[src/rtl/vote_pattern_gen_if.sv]
// Command and pattern channels of the ballot pattern generator.
// master drives commands / consumes patterns; slave is the generator.
interface vote_pattern_gen_if #(
  parameter int N = 3
);
  logic         cmd_valid;
  logic         cmd_ready;
  logic [N:0]   cmd_count;
  logic         pat_valid;
  logic         pat_ready;
  logic [N-1:0] pat_data;
  logic         pat_last;
  logic [7:0]   pat_idx;

  modport master (
    output cmd_valid, cmd_count, pat_ready,
    input  cmd_ready, pat_valid, pat_data,
    input  pat_last, pat_idx
  );

  modport slave (
    input  cmd_valid, cmd_count, pat_ready,
    output cmd_ready, pat_valid, pat_data,
    output pat_last, pat_idx
  );
endinterface

[src/rtl/vote_pattern_gen.sv]
// Enumerates every N-bit ballot with popcount k, ascending, one per handshake.
// Ports: clk, rst_n, bus (cmd/pat channels), err (bad command pulse), busy.
module vote_pattern_gen #(
  parameter int N = 3
) (
  input  logic                clk,
  input  logic                rst_n,
  vote_pattern_gen_if.slave   bus,
  output logic                err,
  output logic                busy
);
  localparam int KW = $clog2(N + 1);
  localparam logic [N-1:0] ONES = '1;
  localparam logic [N:0]   C1 = 1;
  localparam logic [N-1:0] INC = 1;

  typedef enum logic [1:0] {
    IDLE,
    SCAN,
    HOLD
  } st_t;

  st_t st, st_nx;

  logic [KW-1:0] k;
  logic [KW-1:0] kin;
  logic [N-1:0]  cand;
  logic [N-1:0]  pdata;
  logic [N-1:0]  lastmask;
  logic          plast;
  logic [7:0]    pidx;
  logic          onehot;
  logic          acc;
  logic          hit;
  logic          hs;

  function automatic logic [KW-1:0] popcnt(
    input logic [N-1:0] v
  );
    logic [KW-1:0] s;
    s = '0;
    for (int i = 0; i < N; i++) begin
      s = s + KW'(v[i]);
    end
    return s;
  endfunction

  always_comb begin
    kin = '0;
    for (int i = 0; i <= N; i++) begin
      if (bus.cmd_count[i]) kin = KW'(i);
    end
  end

  assign onehot = (|bus.cmd_count) &&
    ((bus.cmd_count & (bus.cmd_count - C1)) == '0);
  assign acc = bus.cmd_valid & (st == IDLE);
  assign hit = (popcnt(cand) == k);
  // Largest ballot with k ones: the top k bits set.
  assign lastmask = ~(ONES >> k);
  assign hs = bus.pat_valid & bus.pat_ready;

  always_ff @(posedge clk or negedge rst_n) begin
    if (!rst_n) st <= IDLE;
    else        st <= st_nx;
  end

  always_comb begin
    st_nx = st;
    unique case (st)
      IDLE: if (acc && onehot) st_nx = SCAN;
      SCAN: if (hit) st_nx = HOLD;
      HOLD: if (hs) st_nx = plast ? IDLE : SCAN;
      default: st_nx = IDLE;
    endcase
  end

  always_comb begin
    bus.cmd_ready = 1'b0;
    bus.pat_valid = 1'b0;
    busy          = 1'b0;
    unique case (1'b1)
      (st == IDLE): bus.cmd_ready = 1'b1;
      (st == SCAN): busy = 1'b1;
      (st == HOLD): begin
        busy          = 1'b1;
        bus.pat_valid = 1'b1;
      end
      default: ;
    endcase
  end

  assign bus.pat_data = pdata;
  assign bus.pat_last = plast;
  assign bus.pat_idx  = pidx;

  always_ff @(posedge clk or negedge rst_n) begin
    if (!rst_n) begin
      k     <= '0;
      cand  <= '0;
      pdata <= '0;
      plast <= 1'b0;
      pidx  <= '0;
      err   <= 1'b0;
    end else begin
      err <= acc & ~onehot;
      unique case (st)
        IDLE: begin
          if (acc && onehot) begin
            k    <= kin;
            cand <= '0;
            pidx <= '0;
          end
        end
        SCAN: begin
          if (hit) begin
            pdata <= cand;
            plast <= (cand == lastmask);
          end else begin
            cand <= cand + INC;
          end
        end
        HOLD: begin
          // lastmask ends the run, so cand never wraps
          if (hs && !plast) begin
            cand <= cand + INC;
            pidx <= pidx + 8'd1;
          end
        end
        default: ;
      endcase
    end
  end
endmodule
[src/flat_wrapper.sv]
// flat-port wrapper written by rule: the top's interface ports become plain ports
module vote_pattern_gen_flat 
#(
  parameter int N = 3
)
  (clk, rst_n, err, busy, bus_cmd_valid, bus_cmd_count, bus_pat_ready, bus_cmd_ready, bus_pat_valid, bus_pat_data, bus_pat_last, bus_pat_idx);
  vote_pattern_gen_if #(.N(N)) bus_i ();
  input  logic clk;
  input  logic rst_n;
  output logic err;
  output logic busy;
  input wire logic [$bits(bus_i.cmd_valid)-1:0] bus_cmd_valid;
  input wire logic [$bits(bus_i.cmd_count)-1:0] bus_cmd_count;
  input wire logic [$bits(bus_i.pat_ready)-1:0] bus_pat_ready;
  output wire logic [$bits(bus_i.cmd_ready)-1:0] bus_cmd_ready;
  output wire logic [$bits(bus_i.pat_valid)-1:0] bus_pat_valid;
  output wire logic [$bits(bus_i.pat_data)-1:0] bus_pat_data;
  output wire logic [$bits(bus_i.pat_last)-1:0] bus_pat_last;
  output wire logic [$bits(bus_i.pat_idx)-1:0] bus_pat_idx;
  assign bus_i.cmd_valid = bus_cmd_valid;
  assign bus_i.cmd_count = bus_cmd_count;
  assign bus_i.pat_ready = bus_pat_ready;
  assign bus_cmd_ready = bus_i.cmd_ready;
  assign bus_pat_valid = bus_i.pat_valid;
  assign bus_pat_data = bus_i.pat_data;
  assign bus_pat_last = bus_i.pat_last;
  assign bus_pat_idx = bus_i.pat_idx;
  vote_pattern_gen #(.N(N)) u_core (.clk(clk), .rst_n(rst_n), .bus(bus_i), .err(err), .busy(busy));
endmodule
[config.mk]
export PLATFORM = sky130hd
export DESIGN_NAME = vote_pattern_gen_flat
export DESIGN_NICKNAME = d
export VERILOG_FILES = /design/src/rtl/vote_pattern_gen_if.sv /design/src/rtl/vote_pattern_gen.sv /design/src/flat_wrapper.sv
export SDC_FILE = /design/constraint.sdc
export NUM_CORES = 1
export LEC_CHECK = 0
export CORE_MARGIN = 2
export CORE_UTILIZATION = 45
export DETAILED_ROUTE_END_ITERATION = 16
export GPL_ROUTABILITY_DRIVEN = 0
export PLACE_DENSITY = 0.78
export SLEW_MARGIN = 30
export SYNTH_ARGS = -nofsm -noshare
export SYNTH_HDL_FRONTEND = slang
export SYNTH_SLANG_ARGS = --single-unit
[constraint.sdc]
create_clock -name clk -period 2.3 [get_ports clk]
set_clock_uncertainty 0.2 [all_clocks]
set_input_delay 0.345 -clock clk [delete_from_list [all_inputs] [get_ports clk]]
set_output_delay 0.345 -clock clk [all_outputs]
set_load 0.02 [all_outputs]
==> run_results.csv <==
group,metric,value,unit
run_status,outcome,"finished clean",
timing,post-route-period-util,96.4,%
drt,drc,0,
drt,viasPerCell,5.62,
clock_tree,cts_max_path_buffers,2,
worst_setup_path,crit_required,2.33,ns
timing,max_freq,451,MHz
cells_and_area,antennaDiodeCount,0,
pwr,p_per_area,1150,mW/mm2
timing,rsz0062_at_grt,"true",
worst_setup_path,worst-setup-path-type,"reg -> reg",
synthesis,netlist-cell-type-count,34,
global_routing,grt_pass1_wl,4710,um
synthesis,ys_warn_count,0,
drt,vias,1057,
timing,setup-violations-final,0,
cells_and_area,mostFrequentLayoutCells,"clkdlybuf4s50_1, dfrtp_1, inv_1, nand2_1, nor2_1",
worst_setup_path,r2r_cells,6,
worst_setup_path,cpMaxStageDelayCell,"fa_1",
worst_setup_path,end_kind,"flop",
clock_tree,post_cts_buffers,0,
synthesis,synthCells,126,
worst_setup_path,critical-path-top-delay-family,"adder cells",
global_routing,met3_usage,0.703,%
synthesis,syn-cell-area,0.00120,mm2
synthesis,yosys_most_used_dff,"dfrtp_1",
timing,fin_ws,0.0823,ns
floorplan,die_w,55.6,um
synthesis,async_reset_ff_share,100,%
cells_and_area,syn2layout_area_growth,28.0,%
synthesis,syn_avg_cell_area,9.49,um2
cells_and_area,final_util,61.3,%
job,maxCapViolations,0,
place,dp_slack,-0.0368,ns
clock_tree,clk_latency,0.31,ns
floorplan,row_count,18,
timing,min_period,2.22,ns
worst_setup_path,max_stage_delay,0.54,ns
drt,ant_nets,0,
hold_path,hp-class,"in -> async",
cells_and_area,fin_area,0.00153,mm2
global_routing,busiest_layer,"met2",
clock_tree,cts.clk_slew.worst_paths,0.12,ns
worst_setup_path,cp_cell_sequence,"fa_1 -> xor2_1 -> nor2_1 -> a21oi_1 -> and3_2 -> mux2i_1",
worst_setup_path,crit_cells,6,
global_routing,overflow,0,
floorplan,ioPinCount,24,
cells_and_area,drive_gt1_share,15.2,%
timing,drv_slew,0,
clock_tree,cts-htree-levels,1,
global_routing,met2_usage,31.8,%
floorplan,fp.dieH,55.6,um
place,dp_hpwl,2010,um
clock_tree,cts.sinks,20,
timing,slew_headroom,74.3,%
clock_tree,cts_root_buffer,"clkbuf_4",
worst_setup_path,cp.arrival,2.24,ns
global_routing,grt_use_total,19.2,%
cells_and_area,final_nets,175,
global_routing,antenna_found_initial,0,
synthesis,yosysSeqAreaShare,41.8,%
cells_and_area,multiInputGateArea,634,um2
drt,wl_per_cell,14.1,um
global_routing,grt_max_degree,21,
worst_setup_path,crit_path_max_fanout,6,
drt,wirelength,2650,um
floorplan,core-area,0.00250,mm2
synthesis,synth_seq_cells,20,
global_routing,grt_pass1_vias,1038,
clock_tree,numCtsBuffers,3,
synthesis,synthesis.nets,141,
worst_setup_path,start_kind,"flop",
synthesis,synth_edf_count,0,
worst_setup_path,crit_buf_inv,0,
place,port_buffers,23,
pwr,p_leak,0.000703,uW
pwr,ir_drop,0.000607,V
clock_tree,cts_tree,"done",
timing,tightest_slew,0.383,ns
floorplan,die_area,0.00309,mm2
cells_and_area,layout_commonest_cell,"clkdlybuf4s50_1",
global_routing,grtUsageMet1,25.1,%
cells_and_area,fillers,209,
floorplan,start_util,47.8,%
drt,dr.pass1.iters,4,
cells_and_area,regArea,502,um2
timing,final_hold_viol_count,0,
place,placed_area,0.00151,mm2
drt,drt_iter0_drc,25,
final cells by class:
cell class / count / area share, %
Inverter: 12 / 2.94
Clock buffer: 3 / 1.47
Tap cell: 30 / 2.45
Multi-Input combinational cell: 92 / 41.4
Timing Repair Buffer: 31 / 19.0
Sequential cell: 20 / 32.8
power by group:
group          leakage [uW]  total, uW  switching [uW]  internal [uW]
Combinational      0.000431       1000             532            468
Clock             0.0000138        169             108           61.2
Sequential         0.000259        598             130            468
Total              0.000703       1770             770            998
registers in the layout, summed over array words and instances, names as in the netlist:
name,cells
u_core.k,2
u_core.bus.pat_idx,8
u_core.err,1
u_core.st,2
u_core.cand,3
u_core.bus.pat_last,1
u_core.bus.pat_data,3
logic make-up (layout without fill, tap and decap cells):
logic type                 count (synthesis)  in the layout  share of synthesized area [%]
adders and majority gates                  7              7                           7.95
xor gates and xnor gates                   3              3                           2.20
buffers and inverters                     14             46                           5.12
DFF                                       20             20                           41.8
AOI/OAI and AO/OA                         33             33                           18.2
and+or+nand+nor                           43             43                           19.1
muxes                                      6              6                           5.54
metrics by stage:
step / setup TNS (ns) / total power [uW] / hold WS, ns / cells
5_1_grt: -0.0254 / 1900 / 0.183 / 188
2_1_floorplan: 0 / 1220 / -0.151 / 126
6_report: 0 / 1770 / 0.160 / 188
3_5_place_dp: -0.0445 / 1610 / 0.278 / 185
4_1_cts: 0 / 1770 / 0.174 / 188
3_3_place_gp: 0 / 1570 / 0.260 / 185
path summary, 6_finish.rpt:
| path | startpoint | end | slack [ns] |
|---|---|---|---|
| max | u_core.cand[1]$_DFFE_PN0P_ | u_core.cand[1]$_DFFE_PN0P_ | 0.08 |
| min | rst_n | u_core.k[0]$_DFFE_PN0P_ | 0.16 |
| max reg2reg | u_core.cand[1]$_DFFE_PN0P_ | u_core.cand[1]$_DFFE_PN0P_ | 0.08 |
| min reg2reg | u_core.bus.pat_idx[7]$_DFFE_PN0P_ | u_core.bus.pat_idx[7]$_DFFE_PN0P_ | 0.29 |
| max in group asynchronous | rst_n | u_core.cand[1]$_DFFE_PN0P_ | 1.52 |
| min in group clk | u_core.bus.pat_idx[7]$_DFFE_PN0P_ | u_core.bus.pat_idx[7]$_DFFE_PN0P_ | 0.29 |
Yosys cell counts (2+ instances only):
library cell	count	share of area [%]
dfrtp_1	20	42
inv_1	12	3.8
nand2_1	12	3.8
nor2_1	10	3.1
a21oi_1	8	3.3
a31oi_1	8	4.2
ha_1	6	6.3
o21ai_0	6	2.5
and3_1	4	2.1
mux2i_1	4	3.3
nand4_1	4	2.1
o21ai_1	3	1.3
xor2_1	3	2.2
and3_2	2	1.3
nand2b_1	2	1.0
nand3_1	2	0.84
nor4b_1	2	1.5
o221ai_1	2	1.5
routing by layer:
metal	share of wire, %	vias up
li1	-	522
met2	50	22
met4	2.4	0
met3	2.0	5
met5	0	-
met1	45	508
what timing repair did:
item | in CTS | in global routing
hold buffers | 0 | 0
resized for setup | 2 | 2
endpoints found under the setup margin | 2 | 4
No activity file was read; power rests on OpenSTA's default activity.
